<file path="src/rtl/instr_fetch.sv">
// Instruction fetch unit: owns the fetch PC, reads Ins_mem, queues {pc, word} in a FWFT buffer for decode.
// Latency: a word pushed on an edge is at the head the following cycle; after a redirect edge the new PC is
// presented next cycle and its word is at the head one cycle later. Backpressure: the queue fills while
// inst_ready is low and fetch stalls, holding imem_addr. Optional halt detect: INSTR_FETCH_HALT_DET_EN.
module instr_fetch #(
  parameter int                ADDR_W   = 16,
  parameter int                DATA_W   = 32,
  parameter int                DEPTH    = 4,
  parameter logic [ADDR_W-1:0] RESET_PC = '0
) (
  input  logic              clk,
  input  logic              rst,
  output logic [ADDR_W-1:0] imem_addr,
  input  logic [DATA_W-1:0] imem_data,
  output logic              inst_valid,
  output logic [DATA_W-1:0] inst_data,
  output logic [ADDR_W-1:0] inst_pc,
  input  logic              inst_ready,
  input  logic              redirect_valid,
  input  logic [ADDR_W-1:0] redirect_pc,
  output logic [15:0]       fetch_cnt,
  output logic              halted
);

  localparam int PW = (DEPTH > 1) ? $clog2(DEPTH) : 1;
  localparam int CW = $clog2(DEPTH + 1);

  logic [ADDR_W-1:0] fpc;
  logic [ADDR_W-1:0] q_pc  [DEPTH];
  logic [DATA_W-1:0] q_dat [DEPTH];
  logic [PW-1:0]     rptr;
  logic [PW-1:0]     wptr;
  logic [CW-1:0]     count;
  logic              fetching;
  logic              head_vld;
  logic              push;
  logic              pop;

  // Fullness uses the start-of-cycle count, so a same-cycle pop never frees a slot for a push.
  assign head_vld = (count != '0);
  assign push     = fetching && (count < CW'(DEPTH)) && !redirect_valid;
  assign pop      = head_vld && inst_ready && !redirect_valid;

`ifdef INSTR_FETCH_HALT_DET_EN
  typedef enum logic {S_FETCH, S_HALT} state_t;
  state_t state;

  // Enter HALT when an all-ones word is pushed; only a redirect (or reset) resumes fetching.
  always_ff @(posedge clk) begin
    if (rst) begin
      state <= S_FETCH;
    end else if (redirect_valid) begin
      state <= S_FETCH;
    end else if (push && (imem_data == {DATA_W{1'b1}})) begin
      state <= S_HALT;
    end
  end

  assign fetching = (state == S_FETCH);
  assign halted   = (state == S_HALT);
`else
  assign fetching = 1'b1;
  assign halted   = 1'b0;
`endif

  // Fetch PC, pointers, occupancy and push counter; a redirect discards the queue contents wholesale.
  always_ff @(posedge clk) begin
    if (rst) begin
      fpc       <= RESET_PC;
      rptr      <= '0;
      wptr      <= '0;
      count     <= '0;
      fetch_cnt <= '0;
    end else if (redirect_valid) begin
      fpc   <= redirect_pc;
      rptr  <= '0;
      wptr  <= '0;
      count <= '0;
    end else begin
      if (push) begin
        wptr      <= wptr + PW'(1);
        fpc       <= fpc + ADDR_W'(1);
        fetch_cnt <= fetch_cnt + 16'd1;
      end
      if (pop) begin
        rptr <= rptr + PW'(1);
      end
      case ({push, pop})
        2'b10:   count <= count + CW'(1);
        2'b01:   count <= count - CW'(1);
        default: count <= count;
      endcase
    end
  end

  // Queue storage: contents are only visible through the valid-gated head, so no reset is needed.
  always_ff @(posedge clk) begin
    if (push) begin
      q_pc[wptr]  <= fpc;
      q_dat[wptr] <= imem_data;
    end
  end

  assign imem_addr  = fpc;
  assign inst_valid = head_vld;
  assign inst_data  = head_vld ? q_dat[rptr] : '0;
  assign inst_pc    = head_vld ? q_pc[rptr]  : '0;

endmodule

</file>
<file path="config.mk">
export PLATFORM = sky130hd
export DESIGN_NAME = instr_fetch
export DESIGN_NICKNAME = d
export VERILOG_FILES = /design/src/rtl/instr_fetch.sv
export SDC_FILE = /design/constraint.sdc
export NUM_CORES = 1
export LEC_CHECK = 0
export BUFFER_PORTS_ARGS = -buffer_cell sky130_fd_sc_hd__buf_4
export CAP_MARGIN = 40
export CORE_ASPECT_RATIO = 0.9
export CORE_MARGIN = 2
export CORE_UTILIZATION = 45
export DETAILED_ROUTE_END_ITERATION = 10
export PLACE_DENSITY = 0.76
export SYNTH_ARGS = -nofsm -noshare
export SYNTH_HDL_FRONTEND = slang
export SYNTH_SLANG_ARGS = --single-unit
</file>
<file path="constraint.sdc">
create_clock -name clk -period 2.9 [get_ports clk]
set_input_delay 0.435 -clock clk [delete_from_list [all_inputs] [get_ports clk]]
set_output_delay 0.435 -clock clk [all_outputs]
set_load 0.02 [all_outputs]
</file>
After elaboration in Yosys (flattened, before gate mapping)

Memory sizes are Yosys's and may differ from the RTL's. A register that Yosys moved wholly into a read port is not among the register bits.
Cells that the tools add are included.

Register bits after elaboration: 39
Memory bits (writable): 192
Input port bits: 52
Logic and storage cells: 37
Memories kept: 2

Add/sub/neg operators: 6
$lt $le $gt $ge: 1
Equality and inequality tests: 2
Multiplexer cells: 11
Bitwise logic cells: 1
Reductions and logical operators: 9

Memories:

| name  | words | bits a word | rd ports | clocked after memory_dff | write ports | line | text |
|---|---|---|---|---|---|---|---|
| q_dat | 4     | 32          | 1        | 1                        | 1           | 30   | `logic [DATA_W-1:0] q_dat [DEPTH];` |
| q_pc  | 4     | 16          | 1        | 1                        | 1           | 29   | `logic [ADDR_W-1:0] q_pc [DEPTH];` |

Operators by type and width:

| cell                                                 | count |
|---|---|
| 2-to-1 mux 16 bit                                    | 3 |
| adder 16 x 1 -> 16 bit (second input constant)       | 2 |
| 2-to-1 mux 32 bit                                    | 1 |
| 2-to-1 mux 2 bit                                     | 4 |
| one-hot mux 3 bit (2 select lines)                   | 1 |
| adder 2 x 1 -> 2 bit (second input constant)         | 2 |
| nonzero test 2 bit                                   | 2 |
| adder 3 x 1 -> 3 bit (second input constant)         | 1 |
| logical AND 1 bit                                    | 3 |
| < comparator 3 bit (second input constant)           | 1 |
| nonzero test 3 bit                                   | 1 |
| subtractor 3 x 1 -> 3 bit (second input constant)    | 1 |
| equality test 2 x 1 -> 1 bit (second input constant) | 1 |
| equality test 2 bit (second input constant)          | 1 |
| 2-to-1 mux 1 bit                                     | 2 |
| AND reduction 2 bit                                  | 1 |
| OR reduction 2 bit                                   | 1 |
| logical NOT 1 bit                                    | 1 |
| inverter 1 bit                                       | 1 |

Depth between registers and ports, before layout

Gate-level depths: netlist (run 1).

Depth in word-level cells: 5
Mapped depth: 9

Least setup slack after synthesis (run 1)

No wires, ideal clock.

Path type: in2reg
From: input redirect_valid
To: memory q_dat[1][0] (enable)
Arrival time: 2115 ps
Path slack: 375 ps
Cell stages on the path: 3
Path buffers: 1
Cell sequence: buf_6 -> nor2_1 -> and2_1

Longest elaborated chain between the ends: 4

RTL lines:

| item                                   | line | text |
|---|---|---|
| start, declared                        | 19   | `input logic redirect_valid,` |
| logical NOT 1 bit                      | 41   | `assign push = fetching && (count < CW'(DEPTH)) && !redirect_valid;` |
| logical AND 1 bit                      | 41   |  |
| 2-to-1 mux 1 bit                       | 98   | `if (push) begin` |
| 2-to-1 mux 1 bit (not written as such) | 100  | `q_dat[wptr] <= imem_data;` |
| end, declared                          | 30   |  |

No other way between the ends.

==> results of run 1 <==
==> synthesized netlist by cell type, types with 5 or more instances <==
| cell | count |
|---|---|
| a21oi_1 | 18 |
| and2b_1 | 8 |
| clkbuf_1 | 14 |
| dfxtp_1 | 41 |
| edfxtp_1 | 192 |
| ha_1 | 7 |
| inv_1 | 16 |
| mux2i_1 | 5 |
| mux4_2 | 48 |
| nand2_1 | 13 |
| nand3_1 | 12 |
| nand4_1 | 5 |
| nor2_1 | 31 |
| nor2b_1 | 42 |
| nor3_1 | 6 |
| nor4_1 | 6 |
| o21a_1 | 6 |
| o21ai_0 | 6 |
| or3_1 | 6 |
| xnor2_1 | 10 |
| xor2_1 | 15 |
==> cell usage in the layout, fill, tap and decap left out, types with 13 or more instances in the layout <==
| master | netlist | routed |
|---|---|---|
| nor2b_1 | 42 | 42 |
| nand2_1 | 13 | 13 |
| mux4_2 | 48 | 48 |
| edfxtp_1 | 192 | 192 |
| xor2_1 | 15 | 15 |
| a21oi_1 | 18 | 18 |
| inv_1 | 16 | 16 |
| clkbuf_16 | 0 | 24 |
| buf_4 | 3 | 138 |
| nor2_1 | 31 | 31 |
| dfxtp_1 | 41 | 39 |
==> flip-flops by register name, summed over array words and instances, names as in the netlist, named ones only <==
name	count
count	3
rptr	2
q_pc	64
fetch_cnt	16
wptr	2
imem_addr	16
q_dat	128
==> power groups by stage <==
| stage | sequential, W | combinational, W | clock, W |
|---|---|---|---|
| after floorplan | 0.00388 | 0.000257 | 0 |
| after global placement | 0.00386 | 0.000490 | 0 |
| after detailed placement | 0.00388 | 0.000506 | 0 |
| after CTS | 0.00381 | 0.000508 | 0.00296 |
| after global routing | 0.00382 | 0.000541 | 0.00311 |
| final | 0.00381 | 0.000501 | 0.00290 |
==> layout make-up <==
cell class	instances	area [sq um]	area share [%]
Timing Repair Buffer	144	1160	10.1
Tap cell	260	325	2.83
Sequential cell	233	6590	57.3
Clock buffer	29	619	5.39
Multi-Input combinational cell	276	2620	22.8
Clock inverter	13	123	1.07
Inverter	16	60.1	0.522
==> worst register-to-register path: cells and delay by family, from the launching register on <==
kind	cells	cell delay (ns)
adders and majority gates	2	0.56
buffers and inverters	3	0.48
DFF	1	0.46
and+or+nand+nor	2	0.40
xor gates and xnor gates	1	0.16
AOI/OAI and AO/OA	1	0.14
==> worst paths after layout <==
path / from / cells past startpoint / end / slack (ns)
setup / recovery: flip-flop / 4 / inst_pc[5] / 0.28
hold / removal: imem_data[21] / 1 / q_dat[1][21] / 0.12
setup reg to reg: count[2] / 9 / count[2] / 0.63
hold reg to reg: rptr[1] / 2 / flip-flop / 0.52
==> through the flow <==
step / util [%] / power [W] / hold WS, ns / worst slack (ns)
after floorplan: - / 0.00413 / 0.490 / 0.375
after global placement: 52.1 / 0.00435 / 0.496 / 0.563
after detailed placement: 52.1 / 0.00438 / 0.508 / 0.448
after CTS: 55.7 / 0.00727 / 0.103 / 0.220
after global routing: 55.7 / 0.00746 / 0.101 / 0.164
final: 55.7 / 0.00721 / 0.122 / 0.278
==> cells by family after synthesis <==
group | Yosys count | share of synthesized area [%]
muxes | 55 | 12.3
AOI/OAI and AO/OA | 36 | 2.28
adders and majority gates | 8 | 1.15
DFF | 233 | 70.1
buffers and inverters | 43 | 2.05
xor gates and xnor gates | 25 | 2.33
other | 1 | 0.0399
and+or+nand+nor | 151 | 9.71
==> layer usage <==
metal | vias up | share of wire [%] | track usage (%)
met2 | 170 | 48 | 28.8
met5 | - | 0 | 0
li1 | 2389 | - | -
met1 | 2681 | 43 | 23.5
met3 | 29 | 7.1 | 4.18
met4 | 0 | 1.8 | 4.20
==> flow_summary.toml, run 1 <==
[cells_and_area]
nNetsFinal = 755
nFillCells = 1618
finalNonFillerCells = 971
num_antenna_cells = 0
drive_above_1_share_pct = 33.3
area_delta_synth_final_pct = 22.4
design_area_sq_mm = 0.0115

[clock_network]
clockBufferDepth = 3
ctsResizeCount = 0
cts_buffers = 24
clk_latency_ns = 0.51
h-tree-depth = 1
root_buffer = "clkbuf_16"
cts_tree = "done"
cts.clk_slew.worst_paths_ns = 0.06
ctsHoldBuffers = 0
cts_setup_buffers = 0
cts_sinks = 233

[sta]
min_period_ns = 2.62
max_freq_ghz = 0.381
fin_skew_ns = 0.00963
slew_violations = 0
fin_tns_setup_ns = 0
rsz0062_at_grt = "false"
post-route-period-util_pct = 90.4
hold_violations = 0
setup_viol = 0
worst_pin_slew_ns = 0.627
slew_headroom_pct = 58.2

[placed_design]
io_buffers = 132
dp.cells = 929
dp_hpwl_microns = 12300
place_area_sq_mm = 0.0108
place.gp.congestion = 0.762

[critical_path]
critPathRequiredTime_ns = 2.47
path_max_fanout = 22
cpPeakStageDelay_ns = 0.56
slowest_stage = "mux4_2"
worstPathCellList = "buf_4, mux4_2, and2b_1, buf_4"
crit_family = "multiplexers"
cp-start-kind = "flip-flop"
cp_num_buf_inv = 2
crit_arrival_ns = 2.19
crit_path_frequent_cell = "buf_4"
worstSetupEndpointType = "primary output"
worstSetupPathType = "flip-flop to primary output"

[logic_synthesis]
synth_top_area_share_pct = 61.4
synth_warnings = 0
synth_ff_type = "edfxtp_1"
syn_area_per_cell_sq_um = 17.0
yosysUniqueCellTypes = 47
ys_top_cells_by_area = "edfxtp_1, mux4_2, dfxtp_1"
syn_inst = 552
synth-edff-count = 192
synth-async-reset-ratio_pct = 0
ys_seq_elements = 233
syn_area_sq_mm = 0.00939
seq_area_frac_synth_pct = 70.1
yosys.area.top_type = "edfxtp_1"
synthesis.nets = 612

[detailed_routing]
wire_per_inst_microns = 19.7
drt_iter0_drc = 289
drt_wl_total_microns = 19200
drc = 0
vias = 5269
drt-vias-per-instance = 5.43
first_pass_iters = 4
ant_nets = 0

[floorplan]
fp-row-count = 50
die_w_microns = 156
core_sq_mm = 0.0206
ios = 134
dieHeight_microns = 141
start_util_pct = 45.5
die_area_sq_mm = 0.0220

[pwr]
p_per_area_mw_per_mm2 = 627
power.switching_w = 0.00154
seq_power_share_pct = 52.8
peakVddDrop_mv = 0.456
comb_power_share_pct = 7.0
power.internal_w = 0.00566
p_leak_nw = 4.10
pwr-share-clk_pct = 40.2
swShare_pct = 21.4

[outcome]
status = "finished, final reports clean"

[global_route]
grt_pass1_vias = 5411
grt_remaining_overflow = 0
track_usage_pct = 17.4
grt_pass1_wl_microns = 29800
antenna_found_initial = 0
grt_max_degree = 51

[job]
drv_cap = 0

[hold_path]
hold_path.class = "input pin to flip-flop"
Power figures use the tool's default switching activity.
==> inputs of run 2 (changes only) <==
CORE_UTILIZATION = 59   (was 45)
CTS_BUF_LIST = sky130_fd_sc_hd__clkbuf_4 sky130_fd_sc_hd__clkbuf_8   (was unset)
PLACE_DENSITY = 0.93   (was 0.76)
REMOVE_ABC_BUFFERS = 1   (was unset)
==> run 2 against run 1 <==
  * Clock power down 5%
  * Global-route usage up 5.8 points
  * Core utilization up 18 points
  * Die area down 23%
  * Worst hold slack about the same
  * Critical path type unchanged
  * Largest power group unchanged
==> flow_summary.toml, run 2 (synthesized netlist as in run 1, its figures left out) <==
[job]
drv_cap = 0

[floorplan]
die_area_sq_mm = 0.0169
start_util_pct = 60.6
core_sq_mm = 0.0155
dieHeight_microns = 124
fp-row-count = 43
ios = 134
die_w_microns = 137

[pwr]
pwr-share-clk_pct = 39.0
peakVddDrop_mv = 0.383
total_power_w = 0.00707
swShare_pct = 22.0
comb_power_share_pct = 7.1
p_leak_nw = 4.12
power.switching_w = 0.00156
seq_power_share_pct = 53.9
power.internal_w = 0.00551
p_per_area_mw_per_mm2 = 620

[detailed_routing]
first_pass_iters = 5
drt-vias-per-instance = 5.77
drt_iter0_drc = 446
drt_wl_total_microns = 19300
ant_nets = 0
vias = 5390
drc = 0
wire_per_inst_microns = 20.7

[sta]
slew_headroom_pct = 61.0
fin_tns_setup_ns = 0
rsz0062_at_grt = "false"
fin_skew_ns = 0.0180
post-route-period-util_pct = 89.4
slew_violations = 0
setup_viol = 0
worst_pin_slew_ns = 0.584
whs_ns = 0.123
hold_violations = 0
min_period_ns = 2.59
max_freq_ghz = 0.386

[outcome]
status = "finished, final reports clean"

[clock_network]
cts_sinks = 233
root_buffer = "clkbuf_8"
cts_buffers = 37
clockBufferDepth = 3
h-tree-depth = 2
cts_tree = "done"
ctsHoldBuffers = 0
ctsResizeCount = 0
clk_latency_ns = 0.51
cts.clk_slew.worst_paths_ns = 0.07
cts_setup_buffers = 0

[cells_and_area]
layout_commonest_cell = "edfxtp_1"
regMostFlops = "q_dat"
final_cell_mix = "edfxtp_1, buf_4, mux4_2"
largest_reg_flops = 128
num_antenna_cells = 0
top_regs = "q_dat x128, q_pc x64"
nNetsFinal = 765
drive_above_1_share_pct = 35.9
area_delta_synth_final_pct = 21.4

[placed_design]
io_buffers = 132
dp_hpwl_microns = 11600
place.gp.congestion = 0.765

[critical_path]
worstSetupPathType = "flip-flop to primary output"
r2r-start = "count[2]"
cp-start-kind = "flip-flop"
crit_arrival_ns = 2.16
critPathRequiredTime_ns = 2.47
path_max_fanout = 48
worstSetupEndpointType = "primary output"
r2r_end = "count[2]"
r2r_slack_ns = 0.61
ff2ff_path_depth = 9

[hold_path]
min_from = "imem_data[23]"
hold_end = "q_dat[2][23]"
hold_path.class = "input pin to flip-flop"
worstHoldPathCells = 1

[global_route]
grt_pass1_wl_microns = 29600
antenna_found_initial = 0
grt_pass1_vias = 5489
track_usage_pct = 23.3
grt_remaining_overflow = 0
grt_max_degree = 51
## run 2: changes by cell type in the layout (fill, tap and decap cells not counted)
cell / before / now
clkbuf_1: 5 / 0
clkinvlp_4: 1 / 2
buf_4: 138 / 135
clkbuf_4: 0 / 12
clkinv_8: 1 / 0
clkbuf_8: 0 / 41
clkinv_2: 4 / 5
bufinv_16: 2 / 1
clkbuf_16: 24 / 0
## run 2: worst max-delay path by stage
| stage | startpoint | to | slack, ns | cells after the start |
|---|---|---|---|---|
| final | flip-flop | inst_data[29] | 0.31 | 4 |
| after global routing | flip-flop | inst_data[29] | 0.19 | 4 |
| after CTS | flip-flop | inst_data[29] | 0.26 | 4 |
| after detailed placement | redirect_valid | count[2] | 0.39 | 8 |
| after global placement | redirect_valid | count[2] | 0.58 | 8 |
| after floorplan | flip-flop | inst_data[28] | -0.49 | 2 |
## run 2: power by group through the flow
stage,registers [W],clock network (W),logic [W]
after floorplan,0.00388,0,0.000234
after CTS,0.00381,0.00281,0.000508
final,0.00381,0.00276,0.000503
after global placement,0.00386,0,0.000483
after global routing,0.00382,0.00294,0.000542
after detailed placement,0.00387,0,0.000502
## run 2: worst max-delay path: stages, from the launching register on
cell	delay, ns
dfxtp_4	0.35
buf_12	0.32
mux4_2	0.58
nor2b_1	0.17
buf_4	0.19
## run 2: area by class of cell
type | count | area [sq um]
Tap cell | 202 | 253
Timing Repair Buffer | 141 | 1130
Clock buffer | 53 | 654
Sequential cell | 233 | 6590
Multi-Input combinational cell | 276 | 2620
Fill cell | 903 | 4090
Inverter | 16 | 60.1
Clock inverter | 13 | 88.8
## run 2: stage by stage
stage,instance area (sq um),instances,util (%),worst slack [ns]
after floorplan,9260,525,-,-0.494
after global placement,10700,868,68.8,0.580
after detailed placement,10700,868,68.8,0.393
after CTS,11400,934,73.6,0.255
after global routing,11400,934,73.6,0.188
final,11400,934,73.6,0.307
## run 2: routing by layer
metal | up-vias | share of wire [%] | GRT usage, %
li1 | 2423 | - | -
met1 | 2699 | 40 | 30.2
met2 | 235 | 50 | 39.3
met3 | 33 | 8.0 | 5.62
met4 | 0 | 1.9 | 7.22
met5 | - | 0 | 0
==> inputs of run 3 (changes only) <==
SETUP_SLACK_MARGIN = 0.5   (was unset)
==> run 3 against run 2 <==
  * Worst hold slack better by 0.0034 ns
  * Core utilization rose by 2.5 points
  * Clock-buffer cell count stayed put
  * Sequential share of layout area shrank 1.9 points
  * Critical path depth grew 1
  * Sequential cell count unchanged
  * Highest routed layer unchanged
  * Non-clock buffer count up 11
  * Cell count grew 1.2%
  * Via count up 3.3%
==> flow_summary.toml, run 3 (synthesized netlist as in run 1, its figures left out) <==
[sta]
hold_violations = 0
worst_pin_slew_ns = 0.544
slew_violations = 0
whs_ns = 0.126
post-route-period-util_pct = 86.0
setup_viol = 0
min_period_ns = 2.49
rsz0062_at_grt = "true"
max_freq_ghz = 0.401
slew_headroom_pct = 63.7
fin_skew_ns = 0.0169
worst_slack_ns = 0.407

[pwr]
p_leak_nw = 4.28
power.switching_w = 0.00158
total_power_w = 0.00712
pwr-share-clk_pct = 38.8
seq_power_share_pct = 53.5
comb_power_share_pct = 7.7
swShare_pct = 22.2
power.internal_w = 0.00554
peakVddDrop_mv = 0.383
p_per_area_mw_per_mm2 = 604

[placed_design]
dp_hpwl_microns = 11600
dp.cells = 868
io_buffers = 132
place_area_sq_mm = 0.0107
dp_slack_ns = 0.393
place.gp.congestion = 0.765

[floorplan]
die_area_sq_mm = 0.0169
fp-row-count = 43
die_w_microns = 137
start_util_pct = 60.6
dieHeight_microns = 124
ios = 134
core_sq_mm = 0.0155

[global_route]
antenna_found_initial = 0
grt_remaining_overflow = 0
track_usage_pct = 24.6
grt_max_degree = 51
grt_pass1_vias = 5628
grt_pass1_wl_microns = 31000

[cells_and_area]
layout_commonest_cell = "edfxtp_1"
num_antenna_cells = 0
top_regs = "q_dat x128, q_pc x64"
area_delta_synth_final_pct = 25.6
regMostFlops = "q_dat"
nNetsFinal = 776
drive_above_1_share_pct = 38.6
finalNonFillerCells = 945
largest_reg_flops = 128
final_cell_mix = "edfxtp_1, buf_4, mux4_2"
design_area_sq_mm = 0.0118

[clock_network]
cts.clk_slew.worst_paths_ns = 0.06
cts_tree = "done"
ctsHoldBuffers = 0
cts_buffers = 37
clk_latency_ns = 0.51
cts_sinks = 233
clockBufferDepth = 3
h-tree-depth = 2
root_buffer = "clkbuf_8"

[critical_path]
r2r_slack_ns = 0.61
critPathRequiredTime_ns = 2.47
r2r-start = "count[2]"
ff2ff_path_depth = 9
path_max_fanout = 6
r2r_end = "count[2]"
cp-start-kind = "flip-flop"
worstSetupPathType = "flip-flop to primary output"
crit_arrival_ns = 2.06
worstSetupEndpointType = "primary output"

[detailed_routing]
drt-vias-per-instance = 5.89
drt_iter0_drc = 512
vias = 5567
drt_wl_total_microns = 21100
wire_per_inst_microns = 22.4
drc = 0
ant_nets = 0
first_pass_iters = 5

[hold_path]
worstHoldPathCells = 1
min_from = "imem_data[26]"
hold_end = "q_dat[1][26]"
hold_path.class = "input pin to flip-flop"

[outcome]
status = "finished, final reports clean"

[job]
drv_cap = 0
run 3: cell count changes in the layout (fill, tap and decap cells not counted):
cell / change
buf_16: +6
and2b_2: +1
buf_6: +22
buf_4: -19
clkbuf_16: +2
nor2b_2: +5
and2b_1: -1
nor2b_4: +7
nor2b_1: -12
run 3: worst max path at each step:
stage                               from             to
after detailed placement  redirect_valid       count[2]
after global routing           flip-flop    inst_pc[15]
final                          flip-flop    inst_pc[15]
after CTS                      flip-flop     inst_pc[5]
after global placement    redirect_valid       count[2]
after floorplan                flip-flop  inst_data[28]
run 3: final cells by class:
| cell class | count | area [sq um] |
|---|---|---|
| fillers | 833 | 3710 |
| inverters | 16 | 60.1 |
| clock inverters | 13 | 88.8 |
| multi-input cells | 276 | 2690 |
| well taps | 202 | 253 |
| repair buffers | 152 | 1450 |
| flip-flops and latches | 233 | 6590 |
| clock buffers | 53 | 654 |
run 3: metal layers:
layer | global-route usage [%] | routed length [microns] | vias up
met5 | 0 | 0 | -
met4 | 7.15 | 357 | 0
met3 | 6.11 | 1530 | 33
met2 | 42.1 | 10900 | 244
met1 | 31.7 | 8380 | 2842
li1 | - | - | 2448
run 3: worst max-delay path, cell delays in order (launching register included):
cell	delay, ns
dfxtp_4	0.40
buf_12	0.14
buf_16	0.14
mux4_2	0.49
and2b_2	0.24
buf_6	0.14
run 3: through the flow:
step | TNS, ns | utilization, %
finish | 0 | 76.1
global route | 0 | 76.1
CTS | 0 | 75.0
detailed placement | 0 | 68.8
global placement | 0 | 68.8
floorplan | -22.94 | -
run 3: what timing repair did:
item	in CTS	in global routing
cloned	5	2
setup buffers	3	1
setup endpoints to repair	48	48
gates resized for setup	16	30
run 3: power by group through the flow:
| stage | sequential (W) | clock, W | combinational, W |
|---|---|---|---|
| 4_1_cts | 0.00381 | 0.00281 | 0.000523 |
| 3_5_place_dp | 0.00387 | 0 | 0.000502 |
| 2_1_floorplan | 0.00388 | 0 | 0.000234 |
| 5_1_grt | 0.00382 | 0.00294 | 0.000584 |
| 6_report | 0.00381 | 0.00276 | 0.000546 |
| 3_3_place_gp | 0.00386 | 0 | 0.000483 |
